===== src/rtl/j80_pixel_rx_if.sv =====
// i8080 write-port pins plus the line-FIFO write side of j80_pixel_rx.
// master = MCU/FIFO environment, slave = the receiver.
interface j80_pixel_rx_if #(
    parameter int BUS_W = 8,
    parameter int PIX_W = 16
);
    logic             J80_CLK;
    logic             J80_RS;
    logic             J80_We;
    logic [BUS_W-1:0] J80_Data;
    logic             FIFO_Full;
    logic             FIFOWe;
    logic [PIX_W-1:0] FIFO_Data;

    modport master (
        output J80_CLK, J80_RS, J80_We, J80_Data, FIFO_Full,
        input  FIFOWe, FIFO_Data
    );

    modport slave (
        input  J80_CLK, J80_RS, J80_We, J80_Data, FIFO_Full,
        output FIFOWe, FIFO_Data
    );
endinterface


===== src/rtl/j80_pixel_rx.sv =====
// i8080 write-port receiver: synchronises the strobe bus, decodes commands, packs pixels.
// Optional macro J80_DROPCNT_EN builds the saturating dropped-pixel counter (DropCnt=0 otherwise).
module j80_pixel_rx #(
    parameter int BUS_W       = 8,
    parameter int PIX_W       = 16,
    parameter int SYNC_STAGES = 2
) (
    input  logic        CLK,
    input  logic        RST,
    j80_pixel_rx_if.slave bus,
    output logic        LCD_BL,
    output logic        FrameCtrl,
    output logic        Ovf,
    output logic [15:0] DropCnt
);
    localparam int BEATS = PIX_W / BUS_W;
    localparam int BW    = (BEATS > 1) ? $clog2(BEATS) : 1;
    localparam int LAST  = SYNC_STAGES - 1;

    logic [SYNC_STAGES-1:0] clk_sync;
    logic [SYNC_STAGES-1:0] rs_sync;
    logic [SYNC_STAGES-1:0] we_sync;
    logic [BUS_W-1:0]       data_sync [SYNC_STAGES];
    logic                   clk_prev;

    logic [BW-1:0]    beat;
    logic             swap;
    logic [PIX_W-1:0] acc;
    logic [PIX_W-1:0] word_next;
    logic [BW-1:0]    slot;
    logic             fifo_we;
    logic [PIX_W-1:0] fifo_data;

    logic             wr_ev;
    logic             cmd_ev;
    logic             pix_ev;
    logic             last_beat;
    logic [2:0]       op;
    logic             arg;
    logic [BUS_W-1:0] wr_data;

    // RS/We/Data ride the same chain depth as the strobe so they line up with its edge.
    always_ff @(posedge CLK) begin
        if (RST) begin
            clk_sync <= '0;
            rs_sync  <= '0;
            we_sync  <= '0;
            clk_prev <= 1'b0;
            for (int i = 0; i < SYNC_STAGES; i++) data_sync[i] <= '0;
        end else begin
            clk_sync     <= {clk_sync[SYNC_STAGES-2:0], bus.J80_CLK};
            rs_sync      <= {rs_sync[SYNC_STAGES-2:0], bus.J80_RS};
            we_sync      <= {we_sync[SYNC_STAGES-2:0], bus.J80_We};
            clk_prev     <= clk_sync[LAST];
            data_sync[0] <= bus.J80_Data;
            for (int i = 1; i < SYNC_STAGES; i++) data_sync[i] <= data_sync[i-1];
        end
    end

    always_comb begin
        wr_ev     = clk_sync[LAST] & ~clk_prev & we_sync[LAST];
        cmd_ev    = wr_ev & rs_sync[LAST];
        pix_ev    = wr_ev & ~rs_sync[LAST];
        wr_data   = data_sync[LAST];
        op        = wr_data[BUS_W-1 -: 3];
        arg       = wr_data[0];
        last_beat = (beat == BW'(BEATS - 1));
        slot      = swap ? beat : (BW'(BEATS - 1) - beat);
        word_next = acc;
        word_next[slot*BUS_W +: BUS_W] = wr_data;
    end

    always_ff @(posedge CLK) begin
        if (RST) begin
            beat      <= '0;
            swap      <= 1'b0;
            acc       <= '0;
            fifo_we   <= 1'b0;
            fifo_data <= '0;
            LCD_BL    <= 1'b0;
            FrameCtrl <= 1'b0;
            Ovf       <= 1'b0;
        end else begin
            fifo_we <= 1'b0;
            if (cmd_ev) begin
                beat <= '0;
                case (op)
                    3'b001:  LCD_BL    <= arg;
                    3'b010:  FrameCtrl <= arg;
                    3'b011:  swap      <= arg;
                    3'b100:  Ovf       <= 1'b0;
                    default: ;
                endcase
            end else if (pix_ev) begin
                acc <= word_next;
                if (last_beat) begin
                    beat <= '0;
                    // FIFO_Full is only looked at here; a full FIFO loses the whole pixel.
                    if (!bus.FIFO_Full) begin
                        fifo_we   <= 1'b1;
                        fifo_data <= word_next;
                    end else begin
                        Ovf <= 1'b1;
                    end
                end else begin
                    beat <= beat + 1'b1;
                end
            end
        end
    end

    assign bus.FIFOWe    = fifo_we;
    assign bus.FIFO_Data = fifo_data;

`ifdef J80_DROPCNT_EN
    logic [15:0] drop_cnt;

    always_ff @(posedge CLK) begin
        if (RST) begin
            drop_cnt <= '0;
        end else if (cmd_ev && op == 3'b100) begin
            drop_cnt <= '0;
        end else if (pix_ev && last_beat && bus.FIFO_Full && drop_cnt != 16'hFFFF) begin
            drop_cnt <= drop_cnt + 16'd1;
        end
    end

    assign DropCnt = drop_cnt;
`else
    assign DropCnt = 16'h0;
`endif
endmodule


===== src/flat_wrapper.sv =====
// flat-port wrapper written by rule: the top's interface ports become plain ports
module j80_pixel_rx_flat 
#(
    parameter int BUS_W       = 8,
    parameter int PIX_W       = 16,
    parameter int SYNC_STAGES = 2
)
  (CLK, RST, LCD_BL, FrameCtrl, Ovf, DropCnt, bus_J80_CLK, bus_J80_RS, bus_J80_We, bus_J80_Data, bus_FIFO_Full, bus_FIFOWe, bus_FIFO_Data);
  j80_pixel_rx_if #(.BUS_W(BUS_W), .PIX_W(PIX_W)) bus_i ();
  input  logic CLK;
  input  logic RST;
  output logic LCD_BL;
  output logic FrameCtrl;
  output logic Ovf;
  output logic [15:0] DropCnt;
  input wire logic [$bits(bus_i.J80_CLK)-1:0] bus_J80_CLK;
  input wire logic [$bits(bus_i.J80_RS)-1:0] bus_J80_RS;
  input wire logic [$bits(bus_i.J80_We)-1:0] bus_J80_We;
  input wire logic [$bits(bus_i.J80_Data)-1:0] bus_J80_Data;
  input wire logic [$bits(bus_i.FIFO_Full)-1:0] bus_FIFO_Full;
  output wire logic [$bits(bus_i.FIFOWe)-1:0] bus_FIFOWe;
  output wire logic [$bits(bus_i.FIFO_Data)-1:0] bus_FIFO_Data;
  assign bus_i.J80_CLK = bus_J80_CLK;
  assign bus_i.J80_RS = bus_J80_RS;
  assign bus_i.J80_We = bus_J80_We;
  assign bus_i.J80_Data = bus_J80_Data;
  assign bus_i.FIFO_Full = bus_FIFO_Full;
  assign bus_FIFOWe = bus_i.FIFOWe;
  assign bus_FIFO_Data = bus_i.FIFO_Data;
  j80_pixel_rx #(.BUS_W(BUS_W), .PIX_W(PIX_W), .SYNC_STAGES(SYNC_STAGES)) u_core (.CLK(CLK), .RST(RST), .bus(bus_i), .LCD_BL(LCD_BL), .FrameCtrl(FrameCtrl), .Ovf(Ovf), .DropCnt(DropCnt));
endmodule

===== config.mk =====
export PLATFORM = sky130hd
export DESIGN_NAME = j80_pixel_rx_flat
export DESIGN_NICKNAME = d
export VERILOG_FILES = /design/src/rtl/j80_pixel_rx_if.sv /design/src/rtl/j80_pixel_rx.sv /design/src/flat_wrapper.sv
export SDC_FILE = /design/constraint.sdc
export NUM_CORES = 1
export LEC_CHECK = 0
export ABC_CLOCK_PERIOD_IN_PS = 2009
export CORE_UTILIZATION = 35
export CTS_CLUSTER_DIAMETER = 50
export DETAILED_ROUTE_END_ITERATION = 8
export PLACE_DENSITY = 0.68
export SLEW_MARGIN = 20
export SYNTH_ARGS = -nofsm -noshare
export SYNTH_HDL_FRONTEND = slang
export SYNTH_SLANG_ARGS = --single-unit

===== constraint.sdc =====
create_clock -name CLK -period 2.01 [get_ports CLK]
set_input_delay 0.603 -clock CLK [delete_from_list [all_inputs] [get_ports CLK]]
set_output_delay 0.603 -clock CLK [all_outputs]
set_load 0.02 [all_outputs]

### After elaboration in Yosys (flattened, before gate mapping)

Memories as Yosys holds them, arrays and structs flattened.
Index checks and enable logic that the tools add are counted.

| word-level totals | value |
|---|---|
| bits in registers | 45 |
| memory bits (writable) | 16 |
| input port bits | 14 |
| output and inout port bits | 36 |
| word-level logic and storage cells | 60 |
| memories | 1 |

Memory list:

| name | words | bits a word | read ports | clocked after Yosys merged registers in | write ports | RTL line | RTL |
|---|---|---|---|---|---|---|---|
| u_core.data_sync | 2 | 8 | 2 | 0 | 2 | j80_pixel_rx.sv:23 | `logic [BUS_W-1:0] data_sync [SYNC_STAGES];` |

| operators by class | value |
|---|---|
| add/sub/neg operators | 3 |
| eq/ne operators | 5 |
| shifts and indexed selects | 2 |
| mux-type cells | 14 |
| bitwise operators | 12 |
| reduce and logical (&&, ||, !) cells | 11 |

Operators with widths:

| kind | number |
|---|---|
| $neg 4->34 | 1 |
| $shift 8x34->16 const A | 1 |
| $shiftx 8x34->16 | 1 |
| $bwmux 16 | 1 |
| $mux 8 | 2 |
| $mux 1 | 11 |
| $reduce_and 2->1 | 4 |
| $reduce_and 4->1 | 2 |
| $eq 3x2->1 const B | 2 |
| $not 1->1 | 6 |
| $reduce_bool 2->1 | 3 |
| $and 1x1->1 | 4 |
| $reduce_or 4->1 | 1 |
| $eq 3x1->1 const B | 1 |
| $eq 3x3->1 const B | 1 |
| $ne 2x2->1 const B | 1 |
| $or 1x1->1 | 2 |
| $reduce_or 2->1 | 1 |
| $add 1x1->1 const B | 1 |
| $sub 1x1->1 const A | 1 |

### Longest topological paths before layout

| depth | value |
|---|---|
| depth in word-level cells | 6 |
| gate-level depth with buffers | 6 |

### Worst setup path before layout

Ideal clock, no wire load.

| path | value |
|---|---|
| path kind | input to register |
| start | input bus_FIFO_Full |
| end | register u_core.fifo_data[7] (netlist: u_core.bus.FIFO_Data[7]) |
| library setup time | 0.135 ns |
| arrival | 1.377 ns |
| data required time | 1.875 ns |
| path slack | 0.498 ns |
| stages | 5 |
| buffers on the path | 2 |
| cell sequence | nor3b_4 > and2_1 > buf_4 > buf_4 > a311oi_2 |

| between the ends | value |
|---|---|
| cells in the longest elaborated chain, start to end | 2 |

Ends and longest elaborated chain:

| element | RTL line | RTL |
|---|---|---|
| start: declaration | flat_wrapper.sv:20 | `input wire logic [$bits(bus_i.FIFO_Full)-1:0] bus_FIFO_Full;` |
| $not 1->1 (no source line) | - |  |
| $reduce_and 4->1 (no source line) | - |  |
| end signal: assignment | j80_pixel_rx.sv:101 | `fifo_data <= word_next;` |
| end: declaration | j80_pixel_rx.sv:32 | `logic [PIX_W-1:0] fifo_data;` |

Every way passes these cells.
A chain may end at the register's enable or synchronous reset.

### Worst setup path after layout

| path | value |
|---|---|
| start | register u_core.fifo_data[8] (netlist: u_core.bus.FIFO_Data[8]) |
| end | output bus_FIFO_Data[8] |

RTL lines:

| element | RTL line | RTL |
|---|---|---|
| end: declaration | flat_wrapper.sv:22 | `output wire logic [$bits(bus_i.FIFO_Data)-1:0] bus_FIFO_Data;` |

No word-level cell between the ends.

==> metrics.txt <==
Finished Cell Area=3100 µm²; clk sink count=61; cells after synthesis=250; CP startpoint kind=register; Post-DRT Antenna Nets=0; Rows=30; Reg-to-Reg Start=u_core.beat$_SDFFE_PP0N_; flop2flop setup slack=0.34 ns; Ys Warns=0; Max Cap Viol=0; drt total wl=4.63 mm; Total GRT Usage=13.8%; syn avg cell area=9.87 µm²; CTS tree=yes; CTS max path bufs=2; most common cell after layout, fill and taps aside=dfxtp_1; Worst Tran Pin Value=0.694 ns; Area growth, synth to finish=25.5%; Worst R2R End=u_core.acc[10]$_SDFFE_PP0P_; First DRT Iteration DRCs=170; Post-Route Skew=0.00697 ns; routability cong.=0.760; last element of the critical path=bus_FIFO_Data[8]; DP Area=2870 µm²; CP top delay family=buffers and inverters; WHS=0.429 ns; WP data arrival=1.33 ns; Worst Path Buf+Inv=1; CP endpoint kind=primary output; setup TNS=0 ns; Max Slew Vio Count=0; layout cells sized above 1=11.0%; footprint of the multi-input gates=1090 µm²; CTS resizes=0; Placed Instances=371; vias in the first global route=1535; via count=1726; CP startpoint=u_core.bus.FIFO_Data[8]$_SDFFE_PP0P_; fill count=638; run status=finished, final reports clean; VDD IR max=0.517 mV; die area=7390 µm²; worst setup path category=register to primary output; IO Pins=50; DR WL/cell=12.0 µm; Setup Fix Bufs, Post-CTS=0; leak pwr=1.12 nW; register area share after synthesis=49.5%; worst r2r path cells=4; DRC Markers=0; Via density=4.46; Final setup viols=0; Max FO, Critical Path=2; Mapped Area=2470 µm²; worst stage delay on the critical path=0.62 ns; Seq. cell area=1220 µm²; synthesized flop and latch total=61; DRT Pass-1 Iters=4; port bufs=33; fin crit share=96.3%; RSZ-0062 raised after global routing=no; Num CTS Buffers=9; post-synth cell types=27; largest net degree at the start of global routing=31; total gr overflow=0; antenna violations before repair=0; Root Buffer=clkbuf_8; Clock Latency Late Sink=0.34 ns; FMAX=0.516 GHz; Layout Nets=300; ANT cells=0; WP data required=1.41 ns; Hold WC Path Type=register to register; minimum clock period=1.94 ns; Worst path depth=1; PwrDens=830 nW/µm²; Slowest cell on crit path=clkdlybuf4s50_1; HPWL Detailed=3.16 mm; final hold violation count=0; core area=6790 µm²; H-tree Lvls=3; most frequent cells in the layout=dfxtp_1, nand2_1, clkdlybuf4s50_1; CTS Hold Bufs=0; Rel. slew slack=53.5%; CTS clk-pin slew, worst paths=0.07 ns; Finished Layout Cells=387; critical-path cell list=clkdlybuf4s50_1; Die Y=86.0 µm; Chip Width=86.0 µm; first-pass GRT wire length=7.62 mm; Starting Density=36.3%
[sequential cells by signal (all words and copies together) (netlist names)]
register and flops:
u_core.clk_sync 2, u_core.bus.FIFO_Data 16, u_core.clk_prev 1, u_core.LCD_BL 1, u_core.bus.FIFOWe 1, u_core.rs_sync 2
u_core.Ovf 1, u_core.acc 16, u_core.beat 1, u_core.data_sync 16, u_core.swap 1, u_core.we_sync 2
u_core.FrameCtrl 1
[stage by stage]
stage          total power [mW]  util [%]  setup slack, ns
2_1_floorplan              1.37         -            0.498
3_3_place_gp               1.39      42.2           0.0956
3_5_place_dp               1.39      42.2           0.0417
4_1_cts                    2.61      45.6           0.0440
5_1_grt                    2.67      45.6           0.0130
6_report                   2.57      45.6           0.0738
[kinds of logic (layout without fill, tap and decap cells)]
group / Yosys count / in the layout / synth area share (%)
other cells: 1 / 16 / 0.152
simple gates: 98 / 98 / 22.7
buf+inv: 33 / 59 / 8.42
compound gates: 37 / 37 / 10.6
flops: 61 / 61 / 49.5
xor+xnor: 2 / 2 / 1.32
mux: 18 / 18 / 7.30
[per-layer routing]
metal	part of all wire, %	wire [µm]	track usage [%]
met1	51	2360	18.9
met2	42	1970	19.1
met3	5.7	262	5.29
met5	0	0	0
met4	0.86	40	6.36
[synth_stat cells]
master | count | area, µm²
or3_1 | 3 | 18.8
o21ai_0 | 1 | 5.00
nor2b_1 | 26 | 163
nand2_1 | 33 | 124
nand4_1 | 2 | 12.5
xor2_2 | 1 | 16.3
nand3b_1 | 1 | 7.51
buf_6 | 2 | 22.5
a311oi_1 | 14 | 123
mux2i_1 | 18 | 180
a31o_2 | 1 | 8.76
inv_1 | 1 | 3.75
buf_4 | 18 | 135
nand2b_1 | 26 | 163
xnor2_2 | 1 | 16.3
and3b_1 | 1 | 8.76
and2_1 | 1 | 6.26
dfxtp_1 | 61 | 1220
clkbuf_1 | 11 | 41.3
nor3_2 | 1 | 10.0
nand4b_1 | 2 | 17.5
buf_2 | 1 | 5.00
conb_1 | 1 | 3.75
nand4bb_1 | 1 | 11.3
nor3b_4 | 1 | 18.8
a21oi_1 | 19 | 95.1
a311oi_2 | 2 | 30.0
[cell type report]
type | instances | area share, %
clock inverter | 4 | 2.26
inverter | 1 | 0.121
clock buffer | 12 | 5.01
tap | 96 | 3.88
multi-input combinational | 171 | 35.4
sequential | 61 | 39.5
timing repair buffer | 42 | 13.9
[how the worst min path moves through the flow]
stage	from	end	slack, ns	cells after the start
after floorplan	u_core.clk_sync[0]$_SDFF_PP0_	u_core.clk_sync[1]$_SDFF_PP0_	0.41	1
after global placement	u_core.data_sync[0][3]$_SDFF_PP0_	u_core.data_sync[0][11]$_SDFF_PP0_	0.42	1
after detailed placement	u_core.data_sync[0][3]$_SDFF_PP0_	u_core.data_sync[0][11]$_SDFF_PP0_	0.42	1
after CTS	u_core.data_sync[0][7]$_SDFF_PP0_	u_core.data_sync[0][15]$_SDFF_PP0_	0.43	1
after global routing	u_core.data_sync[0][1]$_SDFF_PP0_	u_core.data_sync[0][9]$_SDFF_PP0_	0.46	1
final	u_core.data_sync[0][7]$_SDFF_PP0_	u_core.data_sync[0][15]$_SDFF_PP0_	0.43	1
[power breakdown]
part	leakage [nW]	switching (mW)	internal, mW
registers	0.496	0.0146	1.23
clock network	0.116	0.446	0.762
logic	0.510	0.0631	0.0533
No activity file was read; power rests on OpenSTA's default activity.
